<file path="src/rtl/cache_controller_nway.sv">
// N-way set-associative L1 cache controller: lookup, victim selection, writeback/allocate/invalidate over ACE.
// Optional transaction watchdog compiled in with CACHE_CTRL_ACE_TIMEOUT_EN.

module cache_way_decode #(
  parameter int WIDTH_STATE = 3
) (
  input  logic                   hit,
  input  logic [WIDTH_STATE-1:0] state,
  output logic                   eff_hit,
  output logic                   is_inv,
  output logic                   is_dirty,
  output logic                   is_unique
);
  localparam logic [WIDTH_STATE-1:0] ST_UC = WIDTH_STATE'(0);
  localparam logic [WIDTH_STATE-1:0] ST_UD = WIDTH_STATE'(1);
  localparam logic [WIDTH_STATE-1:0] ST_SD = WIDTH_STATE'(3);

  // valid encodings occupy 0..3, so everything above SD reads as I
  assign is_inv    = (state > ST_SD);
  assign eff_hit   = hit && !is_inv;
  assign is_dirty  = (state == ST_UD) || (state == ST_SD);
  assign is_unique = (state == ST_UC) || (state == ST_UD);
endmodule

module cache_controller_nway #(
  parameter int WIDTH_STATE    = 3,
  parameter int NUM_WAYS       = 4,
  parameter int WAY_W          = $clog2(NUM_WAYS),
  parameter int TIMEOUT_CYCLES = 256
) (
  input  logic                            clk,
  input  logic                            reset,
  input  logic [1:0]                      cpu_request,
  input  logic [NUM_WAYS-1:0]             way_hit,
  input  logic [NUM_WAYS*WIDTH_STATE-1:0] way_state,
  input  logic                            ace_ready,
  input  logic                            ace_shared,
  output logic                            read_req,
  output logic                            write_req,
  output logic                            invalid_req,
  output logic                            write_from_cpu,
  output logic                            write_from_interconnect,
  output logic                            state_sel,
  output logic [WIDTH_STATE-1:0]          new_state,
  output logic [WAY_W-1:0]                way_sel,
  output logic                            cache_complete,
  output logic                            cache_ready,
  output logic                            cache_error
);
  localparam logic [WIDTH_STATE-1:0] ST_UC = WIDTH_STATE'(0);
  localparam logic [WIDTH_STATE-1:0] ST_UD = WIDTH_STATE'(1);
  localparam logic [WIDTH_STATE-1:0] ST_SC = WIDTH_STATE'(2);
  localparam logic [WIDTH_STATE-1:0] ST_SD = WIDTH_STATE'(3);

  typedef enum logic [2:0] {S_IDLE, S_LOOKUP, S_WRITEBACK, S_ALLOCATE, S_INVALIDATE} fsm_t;

  typedef struct packed {
    logic read_req;
    logic write_req;
    logic invalid_req;
    logic wr_cpu;
    logic wr_ic;
    logic state_sel;
    logic complete;
    logic ready;
    logic error;
  } ctl_t;

  fsm_t                                 state_q, state_d;
  logic                                 op_write_q, op_write_d;
  logic [WAY_W-1:0]                     tgt_way_q, tgt_way_d;
  logic [WAY_W-1:0]                     rr_ptr_q, rr_ptr_d;
  logic [NUM_WAYS-1:0][WIDTH_STATE-1:0] st;
  logic [NUM_WAYS-1:0]                  eff_hit, is_inv, is_dirty, is_unique;
  logic                                 any_hit, any_inv;
  logic [WAY_W-1:0]                     hit_way, inv_way, victim;
  logic                                 timeout;
  ctl_t                                 ctl;

  assign st = way_state;

  cache_way_decode #(.WIDTH_STATE(WIDTH_STATE)) u_way [NUM_WAYS-1:0] (
    .hit       (way_hit),
    .state     (st),
    .eff_hit   (eff_hit),
    .is_inv    (is_inv),
    .is_dirty  (is_dirty),
    .is_unique (is_unique)
  );

  // lowest-index priority for both the hit way and the first invalid way
  always_comb begin
    any_hit = |eff_hit;
    any_inv = |is_inv;
    hit_way = '0;
    inv_way = '0;
    for (int k = NUM_WAYS-1; k >= 0; k--) begin
      if (eff_hit[k]) hit_way = WAY_W'(k);
      if (is_inv[k])  inv_way = WAY_W'(k);
    end
  end

  assign victim = any_inv ? inv_way : rr_ptr_q;

`ifdef CACHE_CTRL_ACE_TIMEOUT_EN
  localparam int CNT_W = $clog2(TIMEOUT_CYCLES + 1);
  logic [CNT_W-1:0] wd_cnt_q;
  logic             wait_st;

  assign wait_st = (state_q == S_WRITEBACK) || (state_q == S_ALLOCATE) || (state_q == S_INVALIDATE);
  assign timeout = wait_st && (wd_cnt_q == CNT_W'(TIMEOUT_CYCLES));

  always_ff @(posedge clk or negedge reset) begin
    if (!reset)                     wd_cnt_q <= '0;
    else if (state_d != state_q)    wd_cnt_q <= '0;
    else if (wait_st && !ace_ready) wd_cnt_q <= wd_cnt_q + 1'b1;
  end
`else
  // watchdog compiled out: the comparison is constant false
  assign timeout = (TIMEOUT_CYCLES < 0);
`endif

  always_ff @(posedge clk or negedge reset) begin
    if (!reset) begin
      state_q    <= S_IDLE;
      op_write_q <= 1'b0;
      tgt_way_q  <= '0;
      rr_ptr_q   <= '0;
    end else begin
      state_q    <= state_d;
      op_write_q <= op_write_d;
      tgt_way_q  <= tgt_way_d;
      rr_ptr_q   <= rr_ptr_d;
    end
  end

  always_comb begin
    state_d    = state_q;
    op_write_d = op_write_q;
    tgt_way_d  = tgt_way_q;
    rr_ptr_d   = rr_ptr_q;
    case (state_q)
      S_IDLE: if (!cpu_request[1]) begin
        op_write_d = cpu_request[0];
        state_d    = S_LOOKUP;
      end
      S_LOOKUP: begin
        if (any_hit) begin
          if (op_write_q && !is_unique[hit_way]) begin
            tgt_way_d = hit_way;
            state_d   = S_INVALIDATE;
          end else begin
            state_d   = S_IDLE;
          end
        end else begin
          tgt_way_d = victim;
          if (!any_inv) rr_ptr_d = rr_ptr_q + 1'b1;
          state_d   = is_dirty[victim] ? S_WRITEBACK : S_ALLOCATE;
        end
      end
      S_WRITEBACK:  if (timeout) state_d = S_IDLE; else if (ace_ready) state_d = S_ALLOCATE;
      S_ALLOCATE:   if (timeout) state_d = S_IDLE; else if (ace_ready) state_d = S_LOOKUP;
      S_INVALIDATE: if (timeout || ace_ready) state_d = S_IDLE;
      default:      state_d = S_IDLE;
    endcase
  end

  always_comb begin
    ctl       = '0;
    new_state = '0;
    way_sel   = tgt_way_q;
    if (timeout) begin
      ctl.error    = 1'b1;
      ctl.complete = 1'b1;
      ctl.ready    = 1'b1;
    end else begin
      case (state_q)
        S_IDLE: ctl.ready = 1'b1;
        S_LOOKUP: begin
          way_sel = '0;
          if (any_hit) begin
            if (!op_write_q) begin
              way_sel      = hit_way;
              ctl.complete = 1'b1;
              ctl.ready    = 1'b1;
            end else if (is_unique[hit_way]) begin
              way_sel       = hit_way;
              ctl.wr_cpu    = 1'b1;
              ctl.state_sel = 1'b1;
              new_state     = ST_UD;
              ctl.complete  = 1'b1;
              ctl.ready     = 1'b1;
            end else begin
              ctl.invalid_req = 1'b1;
            end
          end else if (is_dirty[victim]) begin
            ctl.write_req = 1'b1;
            ctl.state_sel = 1'b1;
            way_sel       = victim;
            new_state     = (st[victim] == ST_SD) ? ST_SC : ST_UC;
          end else begin
            ctl.read_req = 1'b1;
          end
        end
        S_WRITEBACK: begin
          if (ace_ready) ctl.read_req  = 1'b1;
          else           ctl.write_req = 1'b1;
        end
        S_ALLOCATE: begin
          if (ace_ready) begin
            ctl.wr_ic     = 1'b1;
            ctl.state_sel = 1'b1;
            new_state     = ace_shared ? ST_SC : ST_UC;
          end else begin
            ctl.read_req  = 1'b1;
          end
        end
        S_INVALIDATE: begin
          if (ace_ready) begin
            ctl.wr_cpu    = 1'b1;
            ctl.state_sel = 1'b1;
            new_state     = ST_UD;
            ctl.complete  = 1'b1;
            ctl.ready     = 1'b1;
          end else begin
            ctl.invalid_req = 1'b1;
          end
        end
        default: ;
      endcase
    end
  end

  assign read_req                = ctl.read_req;
  assign write_req               = ctl.write_req;
  assign invalid_req             = ctl.invalid_req;
  assign write_from_cpu          = ctl.wr_cpu;
  assign write_from_interconnect = ctl.wr_ic;
  assign state_sel               = ctl.state_sel;
  assign cache_complete          = ctl.complete;
  assign cache_ready             = ctl.ready;
  assign cache_error             = ctl.error;
endmodule

</file>
<file path="config.mk">
export PLATFORM = sky130hd
export DESIGN_NAME = cache_controller_nway
export DESIGN_NICKNAME = d
export VERILOG_FILES = /design/src/rtl/cache_controller_nway.sv
export SDC_FILE = /design/constraint.sdc
export NUM_CORES = 1
export LEC_CHECK = 0
export ABC_AREA = 1
export CORE_ASPECT_RATIO = 0.9
export CORE_MARGIN = 2
export CORE_UTILIZATION = 30
export CTS_BUF_LIST = sky130_fd_sc_hd__clkbuf_4
export DETAILED_ROUTE_END_ITERATION = 10
export RECOVER_POWER = 50
export SYNTH_ARGS = -nofsm -noshare
export SYNTH_HDL_FRONTEND = slang
export SYNTH_SLANG_ARGS = --single-unit
</file>
<file path="constraint.sdc">
create_clock -name clk -period 2.66 [get_ports clk]
set_clock_uncertainty 0.1 [all_clocks]
set_input_delay 0.798 -clock clk [delete_from_list [all_inputs] [get_ports clk]]
set_output_delay 0.798 -clock clk [all_outputs]
set_load 0.1 [all_outputs]
</file>
==> results.ini <==
[detailed_routing]
viasPerCell = 4.773
vias = 1327
drt_pass1_iterations = 4
drtIter0Drc = 36
final_antenna_net_count = 0
wl_per_cell_microns = 12.72
route.detailed.drc = 0
wl_microns = 3536

[finish]
area_delta_synth_final_pct = 118.5
diodes = 0
drive_gt1_share_pct = 62.82
nFillCells = 233
fin_nets = 258
fin_area_sq_um = 2247

[die]
rows = 20
design.core.area_sq_um = 3328
ios = 36
die_h_microns = 59.55
die_area_sq_um = 3913
initial_utilization_pct = 30.90
die_w_microns = 65.72

[yosys]
ys_warn_count = 0
netlist-cell-type-count = 27
syn_area_sq_um = 1028
syn_avg_cell_area_sq_um = 6.310
synthCells = 163
ys_ff_latch = 8
yosysSeqAreaShare_pct = 19.46

[critical_path]
critical-path-max-stage-delay_ns = 0.19
cp-end-kind = output pin
worstPathCellList = buf_8, buf_6, nor2_4, nand3_4, nand2_8, nand3_4, nand2_2, nand2_2, o21ai_1, nand2_1, o21ai_2, buf_12
cp_max_fo = 7
required_ns = 1.76
critical_path_class = input pin to output pin
crit_path_start_kind = input pin
cp.arrival_ns = 2.13
cp_slowest_cell = buf_12

[timing]
clock.fmax_ghz = 0.3303
finalHoldViolations = 0
fin_ws_ns = -0.3676
drv_slew = 0
rsz0062_at_grt = yes
setup_viol = 11
fin_crit_ns = 3.028
min_period_over_period_pct = 113.8

[power_and_ir_drop]
power_density_nw_per_um2 = 937.3
ir_drop_mv = 0.4665
total_leakage_power_nw = 1.065

[placement]
dpl_worst_slack_ns = -0.8272
place_area_sq_um = 1842
hpwl_microns = 2557
portBuffers = 33
gp_congestion = 0.8347

[cts]
clock-root-buffer = clkbuf_4
clkLatencyLatePin_ns = 0.26
cts_hold_buf = 0
cts_tree = done
clock_sinks = 8
clk_pin_slew_ns = 0.05
cts_made_buffers = 3
clockBufferDepth = 2
htreeDepth = 1

[worst_hold_path]
hold_class = flop to flop

[outcome]
violations = negative setup slack
status = finished, violations left

[global_routing]
grt_pass1_wl_microns = 5906
track_usage_pct = 19.94
grt_overflow = 0
antenna_found_initial = 0
grt_pass1_vias = 1346
grt_max_degree = 9

[job]
maxCapViolations = 0

==> cell type report <==
| cell class | count | area [sq um] | area share, % |
|---|---|---|---|
| flip-flops and latches | 8 | 200.2 | 8.909 |
| multi-input cells | 132 | 1130 | 50.28 |
| clock buffers | 3 | 22.52 | 1.002 |
| well taps | 44 | 55.05 | 2.450 |
| inverters | 22 | 105.1 | 4.677 |
| repair buffers | 69 | 734.5 | 32.68 |
==> layout by cell type (no fill, tap or decap), types with 6 or more instances in the layout <==
cell type / synthesis / routed
nand2_2: 9 / 16
buf_12: 0 / 13
nand3_1: 19 / 8
nor2_1: 9 / 7
buf_4: 2 / 33
inv_2: 6 / 6
nand3_2: 6 / 6
nor2_4: 3 / 6
nand2_8: 0 / 6
nand2_4: 4 / 11
nand2_1: 52 / 32
inv_1: 15 / 10
nand3_4: 0 / 11
dfrtp_1: 8 / 8
==> flip-flops by register name, summed over array words and instances (netlist names) <==
signal	cells
tgt_way_q	2
rr_ptr_q	2
state_q	3
op_write_q	1
==> path summary, 6_finish.rpt <==
path	cells past startpoint	start	endpoint	slack (ns)
setup reg to reg	9	state_q[1]$_DFFE_PN0P_	state_q[0]$_DFFE_PN0P_	1.05
min in group asynchronous	1	reset	state_q[2]$_DFFE_PN0P_	0.80
hold / removal	2	tgt_way_q[0]$_DFFE_PN0P_	tgt_way_q[0]$_DFFE_PN0P_	0.40
hold reg to reg	2	tgt_way_q[0]$_DFFE_PN0P_	tgt_way_q[0]$_DFFE_PN0P_	0.40
setup / recovery	12	way_state[8]	new_state[1]	-0.37
max in group asynchronous	1	reset	state_q[0]$_DFFE_PN0P_	1.38
==> routing by layer <==
| layer | track usage, % | up-vias | share of wire [%] |
|---|---|---|---|
| met2 | 33.48 | 38 | 51 |
| li1 | - | 664 | - |
| met3 | 4.943 | 14 | 3.8 |
| met1 | 24.02 | 611 | 42 |
| met4 | 9.226 | 0 | 3.4 |
| met5 | 0 | - | 0 |
==> report_power, final <==
group | internal, mW | switching (mW) | leakage, nW
clock | 0.0517 | 0.0419 | 0.0138
sequential | 0.170 | 0.0608 | 0.102
combinational | 0.657 | 1.12 | 0.950
total | 0.879 | 1.23 | 1.07
==> critical path, delay by kind of cell <==
| family | cells | cell delay (ns) |
|---|---|---|
| AND/OR/NAND/NOR | 7 | 0.68 |
| buffers and inverters | 3 | 0.41 |
| AO/OA/AOI/OAI | 2 | 0.23 |
==> through the flow <==
step | utilization (%) | total power [mW] | setup TNS (ns) | instances | hold WS [ns]
detailed placement | 55.34 | 1.836 | -8.323 | 268 | 0.3793
CTS | 64.85 | 2.052 | -2.549 | 276 | 0.3921
floorplan | - | 1.273 | -2.541 | 164 | 0.3345
global route | 67.52 | 2.206 | -3.752 | 278 | 0.4227
finish | 67.52 | 2.106 | -2.898 | 278 | 0.3953
global placement | 55.34 | 1.818 | -8.113 | 268 | 0.3563
==> timing repair <==
action | CTS | global route
setup endpoints to repair | 12 | 11
hold endpoints to repair | 0 | 0
gates resized for setup | 119 | 16
pin swaps | 43 | 18
setup buffers | 5 | 2
==> kinds of logic (layout without fill, tap and decap cells) <==
family	count (synthesis)	in the layout	share of synthesized area [%]
buffers and inverters	24	94	9.732
AOI/OAI and AO/OA	13	13	8.272
xor gates and xnor gates	2	2	1.703
and+or+nand+nor	115	115	60.46
other	1	2	0.3646
DFF	8	8	19.46
==> synthesized netlist by cell type <==
cell,number,area [sq um]
inv_4,1,6.260
inv_1,15,56.30
nor4_1,1,6.260
a21oi_1,2,10.01
or2_2,5,31.28
o21ai_2,2,17.52
o21ai_0,3,15.01
nand2_2,9,56.30
nor2_4,3,33.78
nor3_2,3,30.03
xor2_1,2,17.52
nand2_4,4,45.04
nor2_2,2,12.51
nand3_1,19,95.09
nor3_4,1,16.27
inv_2,6,22.52
conb_1,1,3.750
nand3_2,6,60.06
a21boi_2,1,11.26
nand2_1,52,195.2
nand4_1,1,6.260
nor2_1,9,33.78
buf_4,2,15.01
dfrtp_1,8,200.2
o211ai_1,1,7.510
o21ai_1,3,15.01
a21oi_2,1,8.760
Note: power is estimated with default switching activity, not from simulation.
